File: src/rtl/axil_single_master.sv
// axil_single_master
//   Issues exactly one AXI-lite transaction (read or write) per command taken
//   on a valid/ready request port, and hands RDATA/RRESP or BRESP back on a
//   valid/ready response port. Only one transaction is ever in flight, and a
//   new command is refused until the previous response has been delivered.
//
//   Optional build macro: AXIL_SINGLE_MASTER_LOWPOWER_EN
//     defined   : AWADDR/WDATA/WSTRB read as zero while their VALID is low,
//                 ARADDR reads as zero while ARVALID is low, and the response
//                 payload reads as zero while o_rsp_valid is low.
//     undefined : those outputs show the last latched values; only the VALID
//                 signals qualify them.
module axil_single_master #(
   parameter int C_AXI_ADDR_WIDTH = 4
) (
   input  logic                        M_AXI_ACLK,
   input  logic                        M_AXI_ARESETN,
   // command port
   input  logic                        i_cmd_valid,
   output logic                        o_cmd_ready,
   input  logic                        i_cmd_we,
   input  logic [C_AXI_ADDR_WIDTH-1:0] i_cmd_addr,
   input  logic [31:0]                 i_cmd_data,
   input  logic [3:0]                  i_cmd_strb,
   // response port
   output logic                        o_rsp_valid,
   input  logic                        i_rsp_ready,
   output logic                        o_rsp_we,
   output logic [31:0]                 o_rsp_data,
   output logic [1:0]                  o_rsp_resp,
   // AXI-lite write address channel
   output logic                        M_AXI_AWVALID,
   input  logic                        M_AXI_AWREADY,
   output logic [C_AXI_ADDR_WIDTH-1:0] M_AXI_AWADDR,
   output logic [2:0]                  M_AXI_AWPROT,
   // AXI-lite write data channel
   output logic                        M_AXI_WVALID,
   input  logic                        M_AXI_WREADY,
   output logic [31:0]                 M_AXI_WDATA,
   output logic [3:0]                  M_AXI_WSTRB,
   // AXI-lite write response channel
   input  logic                        M_AXI_BVALID,
   output logic                        M_AXI_BREADY,
   input  logic [1:0]                  M_AXI_BRESP,
   // AXI-lite read address channel
   output logic                        M_AXI_ARVALID,
   input  logic                        M_AXI_ARREADY,
   output logic [C_AXI_ADDR_WIDTH-1:0] M_AXI_ARADDR,
   output logic [2:0]                  M_AXI_ARPROT,
   // AXI-lite read data channel
   input  logic                        M_AXI_RVALID,
   output logic                        M_AXI_RREADY,
   input  logic [31:0]                 M_AXI_RDATA,
   input  logic [1:0]                  M_AXI_RRESP
);

   localparam int C_AXI_DATA_WIDTH = 32;
   localparam int C_AXI_STRB_WIDTH = C_AXI_DATA_WIDTH / 8;

   typedef enum logic [1:0] {
      IDLE  = 2'd0,
      WRITE = 2'd1,
      READ  = 2'd2,
      RESP  = 2'd3
   } state_t;

   state_t                        state_q;
   logic                          cmd_ready_q;
   logic                          awvalid_q;
   logic                          wvalid_q;
   logic                          bready_q;
   logic                          arvalid_q;
   logic                          rready_q;
   logic                          rsp_valid_q;
   logic                          rsp_we_q;
   logic [C_AXI_DATA_WIDTH-1:0]   rsp_data_q;
   logic [1:0]                    rsp_resp_q;
   logic [C_AXI_ADDR_WIDTH-1:0]   addr_q;
   logic [C_AXI_DATA_WIDTH-1:0]   data_q;
   logic [C_AXI_STRB_WIDTH-1:0]   strb_q;

   // Single FSM: state, every handshake output and the latched command/response.
   always_ff @(posedge M_AXI_ACLK or negedge M_AXI_ARESETN) begin
      if (!M_AXI_ARESETN) begin
         // o_cmd_ready stays low in reset and rises on the first edge after release.
         state_q     <= IDLE;
         cmd_ready_q <= 1'b0;
         awvalid_q   <= 1'b0;
         wvalid_q    <= 1'b0;
         bready_q    <= 1'b0;
         arvalid_q   <= 1'b0;
         rready_q    <= 1'b0;
         rsp_valid_q <= 1'b0;
         rsp_we_q    <= 1'b0;
         rsp_data_q  <= '0;
         rsp_resp_q  <= '0;
         addr_q      <= '0;
         data_q      <= '0;
         strb_q      <= '0;
      end else begin
         // NOTE: non-blocking assignments only; where two statements below hit the
         // same register in one edge, the later one in program order wins.
         // Address/data VALIDs drop on their own handshake and never reassert,
         // independent of which state the FSM is in.
         if (awvalid_q && M_AXI_AWREADY) awvalid_q <= 1'b0;
         if (wvalid_q  && M_AXI_WREADY)  wvalid_q  <= 1'b0;
         if (arvalid_q && M_AXI_ARREADY) arvalid_q <= 1'b0;

         case (state_q)
            IDLE: begin
               cmd_ready_q <= 1'b1;
               if (cmd_ready_q && i_cmd_valid) begin
                  cmd_ready_q <= 1'b0;
                  addr_q      <= i_cmd_addr;
                  data_q      <= i_cmd_data;
                  strb_q      <= i_cmd_strb;
                  rsp_we_q    <= i_cmd_we;
                  if (i_cmd_we) begin
                     state_q   <= WRITE;
                     awvalid_q <= 1'b1;
                     wvalid_q  <= 1'b1;
                     bready_q  <= 1'b1;
                  end else begin
                     state_q   <= READ;
                     arvalid_q <= 1'b1;
                     rready_q  <= 1'b1;
                  end
               end
            end

            WRITE: begin
               // B may land together with the last AW/W handshake.
               if (bready_q && M_AXI_BVALID) begin
                  bready_q    <= 1'b0;
                  rsp_resp_q  <= M_AXI_BRESP;
                  rsp_data_q  <= '0;
                  rsp_valid_q <= 1'b1;
                  state_q     <= RESP;
               end
            end

            READ: begin
               if (rready_q && M_AXI_RVALID) begin
                  rready_q    <= 1'b0;
                  rsp_resp_q  <= M_AXI_RRESP;
                  rsp_data_q  <= M_AXI_RDATA;
                  rsp_valid_q <= 1'b1;
                  state_q     <= RESP;
               end
            end

            RESP: begin
               if (i_rsp_ready) begin
                  rsp_valid_q <= 1'b0;
                  cmd_ready_q <= 1'b1;
                  state_q     <= IDLE;
               end
            end

            default: begin
               state_q <= IDLE;
            end
         endcase
      end
   end

   assign o_cmd_ready   = cmd_ready_q;
   assign o_rsp_valid   = rsp_valid_q;
   assign M_AXI_AWVALID = awvalid_q;
   assign M_AXI_WVALID  = wvalid_q;
   assign M_AXI_BREADY  = bready_q;
   assign M_AXI_ARVALID = arvalid_q;
   assign M_AXI_RREADY  = rready_q;
   assign M_AXI_AWPROT  = 3'b000;
   assign M_AXI_ARPROT  = 3'b000;

`ifdef AXIL_SINGLE_MASTER_LOWPOWER_EN
   // Payloads forced to zero whenever their qualifying VALID is low.
   assign M_AXI_AWADDR = awvalid_q   ? addr_q     : '0;
   assign M_AXI_WDATA  = wvalid_q    ? data_q     : '0;
   assign M_AXI_WSTRB  = wvalid_q    ? strb_q     : '0;
   assign M_AXI_ARADDR = arvalid_q   ? addr_q     : '0;
   assign o_rsp_data   = rsp_valid_q ? rsp_data_q : '0;
   assign o_rsp_resp   = rsp_valid_q ? rsp_resp_q : '0;
   assign o_rsp_we     = rsp_valid_q ? rsp_we_q   : 1'b0;
`else
   // Payloads show the last latched values; VALID alone qualifies them.
   assign M_AXI_AWADDR = addr_q;
   assign M_AXI_WDATA  = data_q;
   assign M_AXI_WSTRB  = strb_q;
   assign M_AXI_ARADDR = addr_q;
   assign o_rsp_data   = rsp_data_q;
   assign o_rsp_resp   = rsp_resp_q;
   assign o_rsp_we     = rsp_we_q;
`endif

endmodule

File: config.mk
export PLATFORM = sky130hd
export DESIGN_NAME = axil_single_master
export DESIGN_NICKNAME = d
export VERILOG_FILES = /design/src/rtl/axil_single_master.sv
export SDC_FILE = /design/constraint.sdc
export NUM_CORES = 1
export LEC_CHECK = 0
export ABC_AREA = 1
export CORE_UTILIZATION = 44
export DETAILED_ROUTE_END_ITERATION = 16
export GPL_ROUTABILITY_DRIVEN = 0
export GPL_TIMING_DRIVEN = 0
export PLACE_DENSITY = 0.92
export SLEW_MARGIN = 20
export SYNTH_ARGS = -nofsm -noshare
export SYNTH_HDL_FRONTEND = slang
export SYNTH_SLANG_ARGS = --single-unit
File: constraint.sdc
create_clock -name M_AXI_ACLK -period 2.13 [get_ports M_AXI_ACLK]
set_input_delay 0.426 -clock M_AXI_ACLK [delete_from_list [all_inputs] [get_ports M_AXI_ACLK]]
set_output_delay 0.426 -clock M_AXI_ACLK [all_outputs]
set_load 0.005 [all_outputs]
==> out/results.md, run 1 <==
| Parameter | This run | Unit |
|---|---|---|
| Worst supply voltage drop on vdd | 0.655 | mV |
| Max-cap violations | 0 | - |
| Fraction of post-synthesis cell area in the top cell type by area | 57.7 | % |
| Critical path, cell by cell | buf_4 -> clkdlybuf4s50_1 | - |
| Clock-pin slew of the registers on the worst-case setup and hold paths | 0.08 | ns |
| Run status | complete, no violations | - |
| Initial antenna violation count | 0 | - |
| Average wire per cell in the routed design | 14.0 | µm |
| Critical Path RT | 1.70 | ns |
| CTS H-Tree Depth | 3 | - |
| Buffer depth of the longest clock path | 2 | - |
| Actual slew at the worst max-slew pin | 0.538 | ns |
| Largest delay share family, worst path | buffers and inverters | - |
| Peak per-stage delay on the critical path | 0.48 | ns |
| Total wire length after detailed routing | 9.93 | mm |
| FF-to-FF Start | state_q[1] | - |
| Synth warn | 0 | - |
| Portion of total power attributed to the clock network | 14.4 | % |
| Synthesis-to-finish area growth | 57.1 | % |
| Global-route wire length before repair | 16.1 | mm |
| Sequential cell area fraction in the yosys report | 57.7 | % |
| CP Class | reg2out | - |
| Detailed-route via count | 3395 | - |
| Core region area | 7850 | µm² |
| NumNets Final | 695 | - |
| Sequential share of power | 34.7 | % |
| Final cycle utilization of the critical path | 82.8 | % |
| Number of top-level design ports | 178 | - |
| Skew-Pair Late Insertion Delay | 0.34 | ns |
| Most used DFF post-synth | sky130_fd_sc_hd__dfrtp_1 | - |
| Most frequent cells in the layout | sky130_fd_sc_hd__nand2_1 (215), sky130_fd_sc_hd__clkdlybuf4s50_1 (170), sky130_fd_sc_hd__dfrtp_1 (84) | - |
| Overflow left after global routing | 0 | - |
| Total clock buffers created by CTS | 9 | - |
| Clock Tree Root | sky130_fd_sc_hd__clkbuf_8 | - |
| Die Ht | 93.0 | µm |
| Cell area after synthesis | 3640 | µm² |
| TritonCTS clock tree | built | - |
| Power density of the placed cells | 1400 | nW/µm² |
| Gate power share | 50.8 | % |
| Iteration-0 DRC Markers | 156 | - |
| Finish-stage setup viols | 0 | - |
| Non-Filler Cell Area, Final | 5720 | µm² |
| Total Die Area | 8650 | µm² |
| Register-to-register setup slack | 0.42 | ns |
| Overall die width | 93.0 | µm |
| Overall power after layout | 7.99 | mW |
| Placed Instance Area | 5520 | µm² |
| Worst Setup End Kind | output port | - |
| FF+latch count, synth | 84 | - |
| Placement Rows | 32 | - |
| Count of flip-flops with a built-in enable after synthesis | 0 | - |
| Mean post-synth cell area | 8.80 | µm² |
| Final critical delay including setup and external delays | 1.76 | ns |
| Hold buffers post-CTS | 0 | - |
| Total internal power | 5.14 | mW |
| Worst Skew | 0.00567 | ns |
| Count of unique library cells instantiated by Yosys | 19 | - |
| Final ANT Viol Nets | 0 | - |
| Leakage power | 2.85 | nW |
| RSZ-0062 raised after global routing | false | - |
| # resized after CTS | 0 | - |
| Worst slew margin relative to its limit | 64.1 | % |
| Most frequent standard cell in the layout excluding fill and tap cells | sky130_fd_sc_hd__nand2_1 | - |
| Switching portion of total power | 35.6 | % |
| Worst path buffer plus inverter count | 2 | - |
| Reg2reg end | M_AXI_WDATA[16] | - |
| Sinks on the clock net | 84 | - |
| First-pass detailed-route iteration total | 5 | - |
| Total track usage | 23.9 | % |
| Vias/cell | 4.79 | - |
| Crit path launch type | flip-flop | - |
| Largest fanout on the critical path | 3 | - |
| Pin count of the biggest net entering global routing | 44 | - |
| Antenna cell count | 0 | - |
| Post CTS Setup Buffer Count | 0 | - |
| Library cell occupying the most area in the post-synthesis netlist | sky130_fd_sc_hd__dfrtp_1 | - |
| Fraction of registers with async set or reset after synthesis | 100 | % |
| Number of global-route vias before repair | 3394 | - |
| Initial Utilization | 46.4 | % |
| Residual DRC | 0 | - |
| Layout cell share with drive strength beyond 1 | 8.57 | % |
| Hold Fails Final Rpt | 0 | - |
| Net switching power figure | 2.85 | mW |
| IO buf count | 171 | - |
| Cell with the largest stage delay on the worst path | sky130_fd_sc_hd__clkdlybuf4s50_1 | - |
| DPL Wire Length | 7.63 | mm |
| Final count of pins violating max slew | 0 | - |
| Syn Inst Count | 414 | - |
| HP Class | in2async | - |
| Maximum clock frequency | 0.567 | GHz |
| Data arrival, critical path | 1.34 | ns |
| Top cells by area, synth | sky130_fd_sc_hd__dfrtp_1 (58%), sky130_fd_sc_hd__nand2_1 (22%), sky130_fd_sc_hd__nand3_1 (5.2%), sky130_fd_sc_hd__buf_6 (3.4%), sky130_fd_sc_hd__buf_4 (2.9%) | - |
| R2R depth | 8 | - |
-- cell type report --
cell class | instances | area (µm²)
timing repair buffer | 172 | 1730
clock inverter | 4 | 47.5
multi-input combinational | 291 | 1260
fill | 622 | 2130
tap | 102 | 128
sequential | 84 | 2100
inverter | 16 | 62.6
clock buffer | 12 | 155
buffer | 28 | 240
-- worst max path at each step --
stage | slack, ns | depth (start not counted) | start | endpoint
6_report | 0.37 | 2 | M_AXI_ARADDR[1] | M_AXI_AWADDR[1]
5_1_grt | 0.28 | 8 | state_q[0] | M_AXI_WDATA[16]
4_1_cts | 0.35 | 2 | M_AXI_ARADDR[1] | M_AXI_AWADDR[1]
3_5_place_dp | 0.36 | 8 | M_AXI_BVALID | o_rsp_data[11]
3_3_place_gp | -2.23 | 1 | M_AXI_ARESETN | o_rsp_data[15]
2_1_floorplan | 0.67 | 10 | state_q[0] | o_rsp_data[12]
-- power groups by stage --
stage	registers, mW	logic [mW]	clock network [mW]
global placement	2.75	3.90	0
CTS	2.78	4.09	1.18
detailed placement	2.79	4.07	0
global route	2.86	4.50	1.24
floorplan	2.81	1.83	0
finish	2.78	4.06	1.15
-- registers in the layout, summed over array words and instances, names as in the netlist --
name           count
M_AXI_WDATA       32
o_rsp_data        32
M_AXI_ARADDR       4
M_AXI_WSTRB        4
o_rsp_resp         2
state_q            2
M_AXI_ARVALID      1
M_AXI_AWVALID      1
M_AXI_BREADY       1
M_AXI_RREADY       1
M_AXI_WVALID       1
o_cmd_ready        1
o_rsp_valid        1
o_rsp_we           1
-- cell families (layout without fill, tap and decap cells) --
| kind of cell | Yosys count | after routing | synth area share [%] |
|---|---|---|---|
| flip-flops | 84 | 84 | 57.7 |
| buffers and inverters | 44 | 232 | 8.31 |
| other | 1 | 6 | 0.103 |
| adder cells (fa/ha/maj) | 7 | 7 | 2.40 |
| AND/OR/NAND/NOR | 265 | 265 | 29.4 |
| AO/OA/AOI/OAI | 13 | 13 | 2.10 |
-- per-layer routing --
layer  vias to the layer above  track usage, %  wire length (µm)  part of all wire [%]
li1                       1634               -                 -                     -
met1                      1580            28.4              4000                    40
met2                       155            42.3              4970                    50
met3                        26            4.80               687                   6.9
met4                         0            9.23               272                   2.7
met5                         -               0                 0                     0
-- cell usage after synthesis, types with 3 or more instances --
cell type	instances
sky130_fd_sc_hd__inv_1	12
sky130_fd_sc_hd__ha_1	7
sky130_fd_sc_hd__nor2_1	5
sky130_fd_sc_hd__nand2_1	215
sky130_fd_sc_hd__buf_4	14
sky130_fd_sc_hd__o21ai_0	11
sky130_fd_sc_hd__nand3_1	38
sky130_fd_sc_hd__inv_2	3
sky130_fd_sc_hd__buf_6	11
sky130_fd_sc_hd__dfrtp_1	84
sky130_fd_sc_hd__nand2_2	3
sky130_fd_sc_hd__clkbuf_1	3
-- per-stage QoR --
step	util, %	hold WS [ns]	cells	setup TNS [ns]	worst slack [ns]
3_3_place_gp	70.1	0.453	692	-186.93	-2.23
3_5_place_dp	70.3	0.445	693	0	0.361
2_1_floorplan	-	0.130	419	0	0.668
4_1_cts	72.9	0.0717	709	0	0.350
6_report	72.9	0.0593	709	0	0.366
5_1_grt	72.9	0.0993	709	0	0.275
Note: power is estimated with default switching activity, not from simulation.
==> inputs of run 2 (changes only) <==
- CORE_UTILIZATION: 44 -> 37
- PLACE_DENSITY: 0.92 -> 0.83
- clock period: 2.13 -> 1.6 ns (I/O delays scaled with it)
==> out/results.md, run 2 (synthesized netlist as in run 1, its figures left out) <==
| Parameter | This run | Unit | vs previous |
|---|---|---|---|
| Final ANT Viol Nets | 0 | - | unchanged |
| Data arrival, critical path | 1.24 | ns | -0.10 ns |
| Final critical delay including setup and external delays | 1.56 | ns |  |
| Final Instance Count excl. Fillers | 755 | - | +6.5% |
| IO buf count | 171 | - | unchanged |
| Layout cell share with drive strength beyond 1 | 12.1 | % | +3.6 points |
| Overall power after layout | 11.0 | mW | +38% |
| Largest delay share family, worst path | buffers and inverters | - |  |
| Placement Rows | 35 | - | +9.4% |
| Detailed-route via count | 3472 | - | +2.3% |
| Worst supply voltage drop on vdd | 0.831 | mV | +27% |
| Global-route wire length before repair | 16.5 | mm | +2.5% |
| Largest fanout on the critical path | 2 | - | -1 |
| Average wire per cell in the routed design | 13.9 | µm | -1.1% |
| Synthesis-to-finish area growth | 65.5 | % |  |
| Clock-pin slew of the registers on the worst-case setup and hold paths | 0.09 | ns | about the same |
| Overflow left after global routing | 0 | - | unchanged |
| Total Die Area | 10200 | µm² | +18% |
| Final cycle utilization of the critical path | 97.3 | % |  |
| Cells on Worst Hold Path | 2 | - |  |
| Residual DRC | 0 | - | unchanged |
| Hold Fails Final Rpt | 0 | - | unchanged |
| Max-cap violations | 0 | - | unchanged |
| Total track usage | 20.8 | % | -3.0 points |
| CP Class | reg2out | - |  |
| Footprint of the flip-flops and latches | 2100 | µm² | unchanged |
| HP Class | reg2reg | - |  |
| Total area of multi-input combinational cells | 1290 | µm² | +3.0% |
| Antenna cell count | 0 | - | unchanged |
| Total wire length after detailed routing | 10.5 | mm | +5.4% |
| Final count of pins violating max slew | 0 | - | unchanged |
| Critical Path RT | 1.28 | ns | -0.42 ns |
| Finish-stage setup viols | 0 | - | unchanged |
| Worst path buffer plus inverter count | 1 | - | -1 |
| CTS H-Tree Depth | 3 | - | unchanged |
| Layout fillers | 806 | - | +30% |
| Leakage power | 3.26 | nW | +14% |
| Power density of the placed cells | 1830 | nW/µm² | +31% |
| Iteration-0 DRC Markers | 133 | - | -15% |
| Sum Neg Setup Slack | 0 | ns | unchanged |
| Cell count after placement | 720 | - | +3.9% |
| R2R depth | 9 | - | +1 |
| Initial Utilization | 38.9 | % | -7.5 points |
| Final core utilization | 64.3 | % | -8.6 points |
| Skew-Pair Late Insertion Delay | 0.35 | ns | about the same |
| Pin count of the biggest net entering global routing | 49 | - | +11% |
| Vias/cell | 4.60 | - | -4.0% |
| Number of global-route vias before repair | 3455 | - | +1.8% |
| Sinks on the clock net | 84 | - | unchanged |
| Buffer depth of the longest clock path | 2 | - | unchanged |
| Core region area | 9370 | µm² | +19% |
| Number of top-level design ports | 178 | - | unchanged |
| Die Ht | 101 | µm | +8.9% |
| Most frequent cells in the layout | sky130_fd_sc_hd__nand2_1 (214), sky130_fd_sc_hd__clkdlybuf4s50_1 (141), sky130_fd_sc_hd__dfrtp_1 (84) | - |  |
| Critical path, cell by cell | clkdlybuf4s50_1 | - |  |
| Initial antenna violation count | 0 | - | unchanged |
| NumNets Final | 714 | - | +2.7% |
| Run status | complete, no violations | - |  |
| TritonCTS clock tree | built | - |  |
| Cell with the largest stage delay on the worst path | sky130_fd_sc_hd__clkdlybuf4s50_1 | - |  |
| Worst Setup End Kind | output port | - |  |
| Worst Skew | 0.0112 | ns | +0.00552 ns |
| Clock Tree Root | sky130_fd_sc_hd__clkbuf_8 | - |  |
| DPL Wire Length | 7.72 | mm | +1.1% |
| Overall die width | 101 | µm | +8.9% |
| Logic depth of the worst setup path including buffers | 1 | - | -1 |
| Maximum clock frequency | 0.643 | GHz |  |
| Total clock buffers created by CTS | 9 | - | unchanged |
| Peak per-stage delay on the critical path | 0.51 | ns | +0.03 ns |
| Most frequent standard cell in the layout excluding fill and tap cells | sky130_fd_sc_hd__nand2_1 | - |  |
| First-pass detailed-route iteration total | 4 | - | -1 |
| Crit path launch type | flip-flop | - |  |
## run 2: cell types whose count changed in the layout (fill, tap and decap cells not counted), sizes merged
cell and delta:
dlygate4sd2 +7, dlymetal6s2s +22, inv +1, dlygate4sd3 +1, buf +17, clkdlybuf4s50 -29
## run 2: cell type report
type                       count  area share (%)
timing repair buffer         191            32.3
tap                          129            2.68
clock inverter                 5           0.996
sequential                    84            34.9
buffer                        28            4.19
inverter                      16            1.12
multi-input combinational    291            21.5
clock buffer                  11            2.35
## run 2: per-layer routing
| metal | global-route usage, % | up-vias | part of all wire [%] |
|---|---|---|---|
| met5 | 0 | - | 0 |
| met4 | 8.36 | 0 | 2.0 |
| met3 | 4.55 | 19 | 5.9 |
| met2 | 36.6 | 122 | 51 |
| met1 | 24.9 | 1649 | 41 |
| li1 | - | 1682 | - |
## run 2: worst paths after layout
check | start | endpoint | slack [ns]
worst max-delay path | o_rsp_data[22] | o_rsp_data[22] | 0.04
worst min-delay path | M_AXI_WDATA[12] | M_AXI_WDATA[12] | 0.47
worst max register to register | state_q[0] | o_rsp_data[31] | 0.08
worst min register to register | M_AXI_WDATA[12] | M_AXI_WDATA[12] | 0.47
max in group asynchronous | M_AXI_ARESETN | M_AXI_WVALID | 0.51
min in group asynchronous | M_AXI_ARESETN | M_AXI_WDATA[16] | 0.48
## run 2: metrics by stage
stage	instance area, µm²	worst slack, ns	hold WS (ns)
CTS	5790	0.00264	0.476
detailed placement	5560	-0.106	0.318
finish	6030	0.0438	0.473
floorplan	3660	0.138	0.0244
global route	6030	-0.0219	0.495
global placement	5530	-2.72	0.452
## run 2: repair_timing
action / in CTS / in global routing
gates resized for setup: 10 / 37
hold buffers: 1 / 0
cloned: 0 / 2
setup endpoints to repair: 78 / 85
pin swaps: 1 / 5
endpoints found under the hold margin: 36 / 0
buffers inserted: 2 / 14
## run 2: report_power, final
part	leakage, nW	switching [mW]	internal [mW]
logic	2.11	2.62	3.20
clock network	0.0999	0.778	0.771
registers	1.05	0.567	3.11
total	3.26	3.97	7.08
==> inputs of run 3 (changes only) <==
--- a/config.mk
+++ b/config.mk
@@ -7,9 +7,10 @@
 export LEC_CHECK = 0
 export ABC_AREA = 1
-export CORE_UTILIZATION = 37
+export CORE_UTILIZATION = 44
 export DETAILED_ROUTE_END_ITERATION = 16
 export GPL_ROUTABILITY_DRIVEN = 0
 export GPL_TIMING_DRIVEN = 0
-export PLACE_DENSITY = 0.83
+export PLACE_DENSITY = 0.92
+export REMOVE_ABC_BUFFERS = 1
 export SLEW_MARGIN = 20
 export SYNTH_ARGS = -nofsm -noshare
==> constraint.sdc (replaced) <==
create_clock -name M_AXI_ACLK -period 1.8 [get_ports M_AXI_ACLK]
set_input_delay 0.36 -clock M_AXI_ACLK [delete_from_list [all_inputs] [get_ports M_AXI_ACLK]]
set_output_delay 0.36 -clock M_AXI_ACLK [all_outputs]
set_load 0.05 [all_outputs]
==> out/results.md, run 3 (synthesized netlist as in run 1, its figures left out) <==
| Parameter | This run | Unit | vs previous |
|---|---|---|---|
| CP Class | reg2reg | - |  |
| Placed Instance Area | 5290 | µm² | -4.9% |
| Total clock buffers created by CTS | 9 | - | unchanged |
| Switching portion of total power | 55.4 | % | +19 points |
| Most frequent standard cell in the layout excluding fill and tap cells | sky130_fd_sc_hd__nand2_1 | - |  |
| Worst Setup End Kind | flip-flop | - |  |
| Cell with the largest stage delay on the worst path | sky130_fd_sc_hd__dfrtp_1 | - |  |
| Number of top-level design ports | 178 | - | unchanged |
| Largest fanout on the critical path | 10 | - | +8 |
| Detailed-route via count | 3333 | - | -4.0% |
| Most Frequent Cell on Critical Path | sky130_fd_sc_hd__nand2_1 | - |  |
| Antenna cell count | 0 | - | unchanged |
| Largest delay share family, worst path | buffers and inverters | - |  |
| First-pass detailed-route iteration total | 4 | - | unchanged |
| Initial antenna violation count | 0 | - | unchanged |
| Clock Tree Root | sky130_fd_sc_hd__clkbuf_8 | - |  |
| Cell count after placement | 665 | - | -7.6% |
| Placement Rows | 32 | - | -8.6% |
| Worst Skew | 0.0124 | ns | +0.00118 ns |
| Final core utilization | 70.0 | % | +5.7 points |
| Peak per-stage delay on the critical path | 0.47 | ns | -0.04 ns |
| Final Instance Count excl. Fillers | 689 | - | -8.7% |
| Gate power share | 60.4 | % | +7.7 points |
| Worst supply voltage drop on vdd | 1.27 | mV | +52% |
| Final count of pins violating max slew | 0 | - | unchanged |
| Global-route wire length before repair | 16.2 | mm | -2.0% |
| Most frequent cells in the layout | sky130_fd_sc_hd__nand2_1 (215), sky130_fd_sc_hd__dlygate4sd2_1 (86), sky130_fd_sc_hd__dfrtp_1 (84), sky130_fd_sc_hd__clkdlybuf4s50_1 (84), sky130_fd_sc_hd__nand3_1 (38) | - |  |
| HP Class | reg2reg | - |  |
| Synthesis-to-finish area growth | 50.8 | % |  |
| Core region area | 7850 | µm² | -16% |
| Maximum clock frequency | 0.596 | GHz |  |
| Critical Path RT | 2.07 | ns | +0.79 ns |
| Initial Utilization | 46.4 | % | +7.5 points |
| Final cycle utilization of the critical path | 93.2 | % |  |
| Finish-stage setup viols | 0 | - | unchanged |
| Skew-Pair Late Insertion Delay | 0.34 | ns | about the same |
| Final ANT Viol Nets | 0 | - | unchanged |
| Run status | complete, no violations | - |  |
| Non-Filler Cell Area, Final | 5490 | µm² | -8.9% |
| Worst path buffer plus inverter count | 3 | - | +2 |
| Actual slew at the worst max-slew pin | 0.548 | ns |  |
| Total track usage | 24.0 | % | +3.2 points |
| Layout cell share with drive strength beyond 1 | 6.47 | % | -5.7 points |
| Max-cap violations | 0 | - | unchanged |
| Final critical delay including setup and external delays | 1.68 | ns |  |
| Worst slew margin relative to its limit | 63.6 | % |  |
| NumNets Final | 675 | - | -5.5% |
| Register-to-register setup slack | 0.12 | ns | +0.04 ns |
| Data arrival, critical path | 1.95 | ns | +0.71 ns |
| Buffer depth of the longest clock path | 2 | - | unchanged |
| Number of global-route vias before repair | 3410 | - | -1.3% |
| Total Die Area | 8650 | µm² | -16% |
| Iteration-0 DRC Markers | 116 | - | -13% |
| Net switching power figure | 6.48 | mW | +63% |
| TritonCTS clock tree | built | - |  |
| Portion of total power attributed to the clock network | 11.8 | % | -2.2 points |
| Overall die width | 93.0 | µm | -8.1% |
| Average wire per cell in the routed design | 14.5 | µm | +5.0% |
| Pin count of the biggest net entering global routing | 57 | - | +16% |
| Clock-pin slew of the registers on the worst-case setup and hold paths | 0.09 | ns | about the same |
| DPL Wire Length | 6.89 | mm | -11% |
| Critical path, cell by cell | inv_1 -> ha_2 -> inv_2 -> nor2_4 -> buf_4 -> nand2_1 -> nand2_1 | - |  |
| Power density of the placed cells | 2130 | nW/µm² | +16% |
| Overall power after layout | 11.7 | mW | +5.9% |
| Total wire length after detailed routing | 10.0 | mm | -4.2% |
| Sinks on the clock net | 84 | - | unchanged |
| Hold Fails Final Rpt | 0 | - | unchanged |
| Total internal power | 5.22 | mW | -26% |
| Leakage power | 2.96 | nW | -9.0% |
| Sequential share of power | 27.8 | % | -5.5 points |
| Overflow left after global routing | 0 | - | unchanged |
| RSZ-0062 raised after global routing | false | - |  |
| Die Ht | 93.0 | µm | -8.1% |
| Crit path launch type | flip-flop | - |  |
| IO buf count | 171 | - | unchanged |
| Residual DRC | 0 | - | unchanged |
| CTS H-Tree Depth | 3 | - | unchanged |
| Vias/cell | 4.84 | - | +5.2% |
-- run 3: timing repair --
item	in CTS	in global routing
cloned	2	1
setup endpoints to repair	165	76
endpoints found under the hold margin	28	0
buffers inserted	2	2
pin swaps	2	1
gates resized for setup	90	7
hold buffers	1	0
-- run 3: cell type report --
class,count,area [µm²]
fill,592,2360
clock buffer,10,138
inverter,16,75.1
timing repair buffer,177,1670
sequential,84,2100
clock inverter,6,71.3
multi-input combinational,294,1310
tap,102,128
-- run 3: per-layer routing --
metal	routed length, µm	GRT usage (%)	part of all wire [%]
met1	4090	28.4	41
met2	5090	43.3	51
met3	687	5.28	6.9
met4	148	7.31	1.5
met5	0	0	0
-- run 3: power groups by stage --
stage	combinational (mW)	sequential, mW	clock (mW)
global placement	7.29	3.24	0
floorplan	1.79	6.32	0
detailed placement	7.48	3.29	0
finish	7.07	3.25	1.38
CTS	7.02	3.24	1.41
global route	7.57	3.35	1.50
-- run 3: path summary, 6_finish.rpt --
kind / endpoint / cells after the start / startpoint
worst max-delay path: M_AXI_WDATA[29] / 7 / state_q[1]
worst min-delay path: M_AXI_WDATA[20] / 2 / M_AXI_WDATA[20]
worst max register to register: M_AXI_WDATA[29] / 7 / state_q[1]
worst min register to register: M_AXI_WDATA[20] / 2 / M_AXI_WDATA[20]
max in group asynchronous: o_rsp_data[9] / 3 / M_AXI_ARESETN
min in group asynchronous: o_rsp_valid / 2 / M_AXI_ARESETN
-- run 3: worst min-delay path, stage by stage, from the launching register on --
cell and delay [ns]:
sky130_fd_sc_hd__dfrtp_1 0.35, sky130_fd_sc_hd__nand2_1 0.05, sky130_fd_sc_hd__nand2_1 0.05
-- run 3: per-stage QoR --
step	TNS (ns)	hold slack, ns	worst slack [ns]
floorplan	-15.14	0.0644	-0.240
global placement	-264.41	0.453	-2.50
detailed placement	-44.62	0.320	-0.880
CTS	0	0.476	0.0143
global route	0	0.499	0.00543
finish	0	0.473	0.122
